**src/rtl/output_conditioner.sv**
```systemverilog
// Output conditioner: turns 1-clk set/clear request pulses into a registered
// level that never changes more often than once every HOLD cycles.
// Requests arriving inside a hold window are buffered (depth 1, last wins)
// and applied at the first edge where a change is allowed again.
module output_conditioner #(
    parameter int unsigned HOLD = 4,
    parameter int unsigned W    = 3,
    parameter logic        INIT = 1'b0
) (
    input  logic clk,
    input  logic reset,
    input  logic set_req,
    input  logic clr_req,
    output logic sig_out,
    output logic rising,
    output logic falling,
    output logic busy,
    output logic pend,
    output logic conflict
);

    typedef enum logic {
        ST_IDLE = 1'b0,
        ST_HOLD = 1'b1
    } state_t;

    localparam logic [W-1:0] CNT_RELOAD = W'(HOLD - 1);

    state_t         r_state;
    state_t         w_state_nxt;
    logic [W-1:0]   r_cnt;
    logic [W-1:0]   w_cnt_nxt;
    logic           r_sig;
    logic           w_sig_nxt;
    logic           r_pend;
    logic           w_pend_nxt;
    logic           r_rising;
    logic           r_falling;
    logic           r_conflict;
    logic           w_flip;
    logic           w_req_valid;
    logic           w_conflict;
    logic           w_new_eff;
    logic           w_cand_eff;
    logic           w_cnt_zero;

    // A simultaneous set and clear is treated as no request at all; a lone
    // request only matters when it asks for the opposite of the current level.
    // The buffer only ever holds a request that differs from the current
    // level, so a single valid flag is enough to describe it.
    assign w_conflict  = set_req & clr_req;
    assign w_req_valid = set_req ^ clr_req;
    assign w_new_eff   = w_req_valid & (set_req != r_sig);
    assign w_cand_eff  = w_req_valid ? w_new_eff : r_pend;
    assign w_cnt_zero  = (r_cnt == '0);

    // State register plus every registered output, so no input reaches a pin
    // without passing through a flop.
    always_ff @(posedge clk) begin
        if (reset) begin
            r_state    <= ST_IDLE;
            r_cnt      <= '0;
            r_sig      <= INIT;
            r_pend     <= 1'b0;
            r_rising   <= 1'b0;
            r_falling  <= 1'b0;
            r_conflict <= 1'b0;
        end else begin
            r_state    <= w_state_nxt;
            r_cnt      <= w_cnt_nxt;
            r_sig      <= w_sig_nxt;
            r_pend     <= w_pend_nxt;
            r_rising   <= w_flip & ~r_sig;
            r_falling  <= w_flip & r_sig;
            r_conflict <= w_conflict;
        end
    end

    // Next-state decision: leave HOLD only when the window expires with
    // nothing worth applying.
    always_comb begin
        w_state_nxt = r_state;
        case (r_state)
            ST_IDLE: begin
                if (w_new_eff) begin
                    w_state_nxt = ST_HOLD;
                end
            end
            ST_HOLD: begin
                if (w_cnt_zero && !w_cand_eff) begin
                    w_state_nxt = ST_IDLE;
                end
            end
            default: w_state_nxt = ST_IDLE;
        endcase
    end

    // Datapath updates: level flips, hold counter reloads and the pending
    // buffer, which a newer request always overwrites.
    always_comb begin
        w_flip     = 1'b0;
        w_cnt_nxt  = r_cnt;
        w_pend_nxt = r_pend;
        case (r_state)
            ST_IDLE: begin
                w_pend_nxt = 1'b0;
                if (w_new_eff) begin
                    w_flip    = 1'b1;
                    w_cnt_nxt = CNT_RELOAD;
                end
            end
            ST_HOLD: begin
                if (!w_cnt_zero) begin
                    w_cnt_nxt = r_cnt - W'(1);
                    if (w_req_valid) begin
                        w_pend_nxt = w_new_eff;
                    end
                end else begin
                    w_pend_nxt = 1'b0;
                    if (w_cand_eff) begin
                        w_flip    = 1'b1;
                        w_cnt_nxt = CNT_RELOAD;
                    end
                end
            end
            default: begin
                w_cnt_nxt  = '0;
                w_pend_nxt = 1'b0;
            end
        endcase
        w_sig_nxt = r_sig ^ w_flip;
    end

    assign sig_out  = r_sig;
    assign rising   = r_rising;
    assign falling  = r_falling;
    assign busy     = (r_state == ST_HOLD);
    assign pend     = r_pend;
    assign conflict = r_conflict;

endmodule

```
**config.mk**
```make
export PLATFORM = sky130hd
export DESIGN_NAME = output_conditioner
export DESIGN_NICKNAME = d
export VERILOG_FILES = /design/src/rtl/output_conditioner.sv
export SDC_FILE = /design/constraint.sdc
export NUM_CORES = 1
export LEC_CHECK = 0
export CAP_MARGIN = 20
export CORE_AREA = 2 2 39 41
export DETAILED_ROUTE_END_ITERATION = 8
export DIE_AREA = 0 0 41 43
export PLACE_DENSITY_LB_ADDON = 0.25
export SKIP_LAST_GASP = 1
export SLEW_MARGIN = 20
export SYNTH_ARGS = -nofsm -noshare
export SYNTH_HDL_FRONTEND = slang
export SYNTH_SLANG_ARGS = --single-unit
export TNS_END_PERCENT = 30
```
**constraint.sdc**
```tcl
create_clock -name clk -period 1.9 [get_ports clk]
set_input_delay 0.38 -clock clk [delete_from_list [all_inputs] [get_ports clk]]
set_output_delay 0.38 -clock clk [all_outputs]
set_load 0.01 [all_outputs]
```
==> results.sh, run 1 <==
export IMPL_die_h_um=43
export IMPL_required_ns=2.10
export IMPL_area_growth_pct=38.0
export IMPL_grt_pass1_vias=288
export IMPL_antenna_left=0
export IMPL_fillers=139
export IMPL_cp_top_family="adder cells"
export IMPL_holdPathEnd="r_cnt[2]"
export IMPL_viasPerCell=4.51
export IMPL_antenna_found_initial=0
export IMPL_synth_top_area_cell="dfxtp_1"
export IMPL_cts_clk_slew_worst_paths_ns=0.07
export IMPL_whs_ns=0.504
export IMPL_finalSetupViolations=0
export IMPL_synth_xor_area_frac=0.0213
export IMPL_crit_type="in2reg"
export IMPL_ir_drop_mv=0.458
export IMPL_layout_drive_gt1_share=0.169
export IMPL_grt_pass1_wl_um=1150
export IMPL_track_usage=0.102
export IMPL_drv_slew=0
export IMPL_final_min_clock_period_ns=1.75
export IMPL_diodes=0
export IMPL_powerDensity_nw_per_um2=957
export IMPL_clk_latency_ns=0.26
export IMPL_die_area_um2=1760
export IMPL_cts_max_level=1
export IMPL_cts_root_buffer="clkbuf_4"
export IMPL_synth_simple_gate_area_frac=0.198
export IMPL_cp_data_arrival_time_ns=1.95
export IMPL_start_util=0.297
export IMPL_skew_ns=0.00342
export IMPL_cts_buffer_depth=2
export IMPL_synth_compound_area_share=0.155
export IMPL_cts_sinks=9
export IMPL_hpwl_um=540
export IMPL_crit_slowest_cell="clkdlybuf4s50_1"
export IMPL_drt_iter0_drc=3
export IMPL_max_cap_violations=0
export IMPL_numCtsBuffers=3
export IMPL_crit_buf_inv=1
export IMPL_dr_pass1_iters=4
export IMPL_whs_path_depth=2
export IMPL_endpoint_kind="flip-flop"
export IMPL_ys_ff_latch=9
export IMPL_portBuffers=9
export IMPL_crit_top_cell="ha_1"
export IMPL_coreArea_um2=1380
export IMPL_max_slew_margin_rel=0.762
export IMPL_multi_input_area_um2=216
export IMPL_die_width_um=41
export IMPL_grt_overflow_total=0
export IMPL_netlist_area_um2=412
export IMPL_hp_start="r_cnt[2]"
export IMPL_synth_adder_area_share=0.152
export IMPL_timing_rr_end="sig_out"
export IMPL_holdBufCountCts=0
export IMPL_max_freq_mhz=571
export IMPL_crit_chain="clkdlybuf4s50_1 -> ha_1 -> nor2b_1 -> nand2_1 -> a21boi_1 -> ha_1 -> nor2_1"
export IMPL_synthMuxAreaShare=0
export IMPL_route_detailed_drc=0
export IMPL_yosys_top_cells_area="dfxtp_1 (44%), ha_1 (15%), nor2b_1 (6.1%)"
export IMPL_avgSynthCellArea_um2=9.36
export IMPL_drt_wl_total_um=732
export IMPL_crit_fanout=3
export IMPL_ys_seq_area_frac=0.438
export IMPL_rows=14
export IMPL_placed_area_um2=541
export IMPL_fin_crit_sh=0.922
export IMPL_ios=10
export IMPL_p_leak_nw=0.233
export IMPL_final_util=0.410
export IMPL_cts_tree="built"
export IMPL_netlist_instances=44
export IMPL_finalHoldViolCount=0
export IMPL_outcome="finished, final reports clean"
export IMPL_slowest_delay_ns=0.43
export IMPL_tightest_slew_ns=0.356
export IMPL_syn_nets=53
export IMPL_yosys_warnings=0
export IMPL_crit_path_start_kind="input pin"
export IMPL_gp_congestion=0.753
export IMPL_fin_area_um2=568
export IMPL_seq_area_um2=180
export IMPL_synthDominantCellAreaShare=0.438
export IMPL_nNetsFinal=69
export IMPL_hold_class="reg2reg"
export IMPL_reg2reg_depth=7
export IMPL_vias=338
export IMPL_rsz0062_at_grt="no"
export IMPL_total_power_w=0.000544
export IMPL_synth_top_family_by_area="simple AND/OR/NAND/NOR gates"
export IMPL_wl_per_cell_um=9.76
export IMPL_reg2reg_slack_ns=0.43
export IMPL_yosysUniqueCellTypes=18
export IMPL_reg2reg_from="r_cnt[0]"
export IMPL_setup_tns_ns=0
export IMPL_grt_max_degree=10
## stage by stage
| stage | worst slack, ns | cells |
|---|---|---|
| floorplan | 0.273 | 44 |
| global placement | -0.162 | 71 |
| detailed placement | -0.215 | 71 |
| CTS | 0.0637 | 75 |
| global route | 0.0806 | 75 |
| finish | 0.148 | 75 |
## registers in the layout, indices dropped and copies added, names as in the netlist
name      cells
busy          1
falling       1
pend          1
sig_out       1
r_cnt         3
rising        1
conflict      1
## cell type report
cell class / count / area share
repair buffers: 12 / 0.198
inverters: 3 / 0.0198
flip-flops and latches: 9 / 0.317
multi-input cells: 31 / 0.381
clock buffers: 3 / 0.0396
clock inverters: 1 / 0.00881
well taps: 16 / 0.0352
## kinds of logic (layout without fill, tap and decap cells)
group	count (synthesis)	count (layout)
buf+inv	4	19
xor+xnor	1	1
fa+ha+maj	5	5
simple gates	16	16
flops	9	9
compound gates	9	9
## worst max path at each step
stage | endpoint | slack (ns) | start | cells past startpoint
final | sig_out | 0.15 | set_req | 7
after global routing | sig_out | 0.08 | set_req | 7
after CTS | sig_out | 0.06 | set_req | 7
after detailed placement | sig_out | -0.21 | set_req | 7
after global placement | sig_out | -0.16 | set_req | 7
after floorplan | sig_out | 0.27 | set_req | 6
## report_power, final
group          switching (W)  total, W  internal [W]
Sequential         0.0000169  0.000231      0.000214
Clock              0.0000717  0.000150     0.0000778
Combinational      0.0000800  0.000164     0.0000836
## placed cells by master, fill, tap and decap left out, types with 3 or more instances in the layout
master / n
dfxtp_1: 9
clkdlybuf4s50_1: 9
nand2_1: 5
ha_1: 5
nor2b_1: 4
a21oi_1: 4
inv_1: 3
nor2_1: 3
clkbuf_4: 3
buf_4: 3
## cell usage after synthesis (all sizes together)
library cell	n
dfxtp	9
ha	5
nand2	5
a21oi	4
nor2b	4
inv	3
nor2	3
a211oi	1
a21boi	1
and2	1
clkbuf	1
nand2b	1
nor3	1
o211ai	1
o21ai	1
o21bai	1
or3	1
xor2	1
## what timing repair did
item / in CTS / in global routing
buffers inserted: 0 / 0
gates resized for setup: 0 / 1
endpoints found under the setup margin: 0 / 1
## per-layer routing
| metal | track usage | share of wire | up-vias |
|---|---|---|---|
| met1 | 0.123 | 0.41 | 146 |
| li1 | - | - | 176 |
| met5 | 0 | 0 | - |
| met2 | 0.141 | 0.49 | 12 |
| met4 | 0.0600 | 0.037 | 0 |
| met3 | 0.0471 | 0.067 | 4 |
## tightest hold or removal path, cell delays in order (launching register included)
cell,delay (ns)
dfxtp_1,0.32
o211ai_1,0.08
a21oi_1,0.06
(Power assumes the default switching activity.)
==> run 2: changes to the inputs <==
- CORE_AREA: 2 2 39 41 -> 4 4 41 43
- DIE_AREA: 0 0 41 43 -> 0 0 45 47
==> results.sh, run 2 (synthesized netlist as in run 1, its figures left out) <==
export IMPL_cts_max_level=1
export IMPL_wl_met3_um=35
export IMPL_antenna_left=0
export IMPL_grt_overflow_total=0
export IMPL_cts_buffer_depth=2
export IMPL_drv_slew=0
export IMPL_rsz0062_at_grt="no"
export IMPL_largest_register_ffs=3
export IMPL_cts_sinks=9
export IMPL_grt_max_degree=10
export IMPL_gp_congestion=0.691
export IMPL_dr_pass1_iters=3
export IMPL_crit_type="in2reg"
export IMPL_finalSetupViolations=0
export IMPL_drt_iter0_drc=1
export IMPL_p_leak_nw=0.231
export IMPL_finalHoldViolCount=0
export IMPL_numCtsBuffers=3
export IMPL_holdBufCountCts=0
export IMPL_antenna_found_initial=0
export IMPL_rows=13
export IMPL_endpoint_kind="flip-flop"
export IMPL_nNetsFinal=69
export IMPL_worst_slack_ns=0.181
export IMPL_placed_area_um2=539
export IMPL_whs_ns=0.502
export IMPL_start_util=0.316
export IMPL_area_growth_pct=37.4
export IMPL_clkPwrFrac=0.275
export IMPL_coreArea_um2=1300
export IMPL_cp_data_arrival_time_ns=1.91
export IMPL_cts_root_buffer="clkbuf_4"
export IMPL_die_h_um=47
export IMPL_grt_pass1_wl_um=1100
export IMPL_vias=319
export IMPL_netSwitchingFraction=0.295
export IMPL_clk_latency_ns=0.26
export IMPL_crit_path_start="set_req"
export IMPL_viasPerCell=4.31
export IMPL_layout_drive_gt1_share=0.153
export IMPL_ios=10
export IMPL_wl_per_cell_um=9.38
export IMPL_crit_fanout=3
export IMPL_top_layer="met4"
export IMPL_layout_common_cells="dfxtp_1 (9), clkdlybuf4s50_1 (9), nand2_1 (5), ha_1 (5)"
export IMPL_max_flop_register="r_cnt"
export IMPL_drt_wl_total_um=694
export IMPL_pwr_share_comb=0.295
export IMPL_grt_pass1_vias=274
export IMPL_cts_tree="built"
export IMPL_final_util=0.435
export IMPL_powerDensity_nw_per_um2=947
export IMPL_final_min_clock_period_ns=1.72
export IMPL_tightest_slew_ns=0.349
export IMPL_cts_clk_slew_worst_paths_ns=0.06
export IMPL_ir_drop_mv=0.458
export IMPL_final_cells=74
export IMPL_max_slew_margin_rel=0.766
export IMPL_die_area_um2=2120
export IMPL_fin_crit_sh=0.905
export IMPL_holdPathEnd="r_cnt[2]"
export IMPL_skew_ns=0.00175
export IMPL_timing_rr_end="sig_out"
export IMPL_crit_path_start_kind="input pin"
export IMPL_max_cap_violations=0
export IMPL_outcome="finished, final reports clean"
export IMPL_fin_area_um2=566
export IMPL_portBuffers=9
export IMPL_drt_met1_wl_um=337
export IMPL_seqPwrFrac=0.430
export IMPL_p_switching_w=0.000158
export IMPL_track_usage=0.0776
export IMPL_max_freq_mhz=582
export IMPL_reg2reg_depth=7
export IMPL_route_detailed_drc=0
export IMPL_p_int_w=0.000377
export IMPL_reg2reg_from="r_cnt[0]"
export IMPL_required_ns=2.09
export IMPL_diodes=0
export IMPL_dp_cells=70
export IMPL_hold_class="reg2reg"
export IMPL_die_width_um=45
export IMPL_whs_path_depth=2
export IMPL_reg2reg_slack_ns=0.46
export IMPL_pre_cts_slack_ns=-0.188
export IMPL_hp_start="r_cnt[2]"
export IMPL_wl_met2_um=296
run 2: through the flow:
step	power, W	TNS, ns
finish	0.000535	0
global route	0.000582	0
CTS	0.000545	0
detailed placement	0.000394	-0.450
global placement	0.000393	-0.324
floorplan	0.000335	0
run 2: worst max-delay path by stage:
stage                     endpoint  slack [ns]  depth (start not counted)
after floorplan            sig_out        0.27                          6
after global placement     sig_out       -0.15                          7
after detailed placement   sig_out       -0.19                          7
after CTS                  sig_out        0.08                          7
after global routing       sig_out        0.08                          7
final                      sig_out        0.18                          7
run 2: area by class of cell:
class	count	area [um2]
repair buffers	12	113
clock buffers	4	26.3
inverters	3	11.3
well taps	15	18.8
flip-flops and latches	9	180
multi-input cells	31	216
fillers	130	736
run 2: power groups by stage:
stage | logic, W | clock network, W | registers, W
final | 0.000158 | 0.000147 | 0.000230
after global routing | 0.000179 | 0.000169 | 0.000235
after CTS | 0.000160 | 0.000155 | 0.000230
after detailed placement | 0.000160 | 0 | 0.000235
after global placement | 0.000159 | 0 | 0.000235
after floorplan | 0.0000957 | 0 | 0.000239
run 2: worst max-delay path, cell delays in order:
cell and delay, ns:
clkdlybuf4s50_1 0.42, ha_1 0.33, nor2b_1 0.15, nand2_1 0.07, a21boi_1 0.20, ha_1 0.26
nor2_1 0.09
run 2: per-layer routing:
| layer | vias up | global-route usage |
|---|---|---|
| met3 | 4 | 0.0345 |
| met5 | - | 0 |
| met1 | 130 | 0.0915 |
| li1 | 179 | - |
| met4 | 0 | 0.0702 |
| met2 | 6 | 0.105 |
run 2: repair_timing:
item                                   CTS  global route
setup buffers                            0             0
resized for setup                        0             1
endpoints found under the hold margin    0             0
setup endpoints to repair                0             1
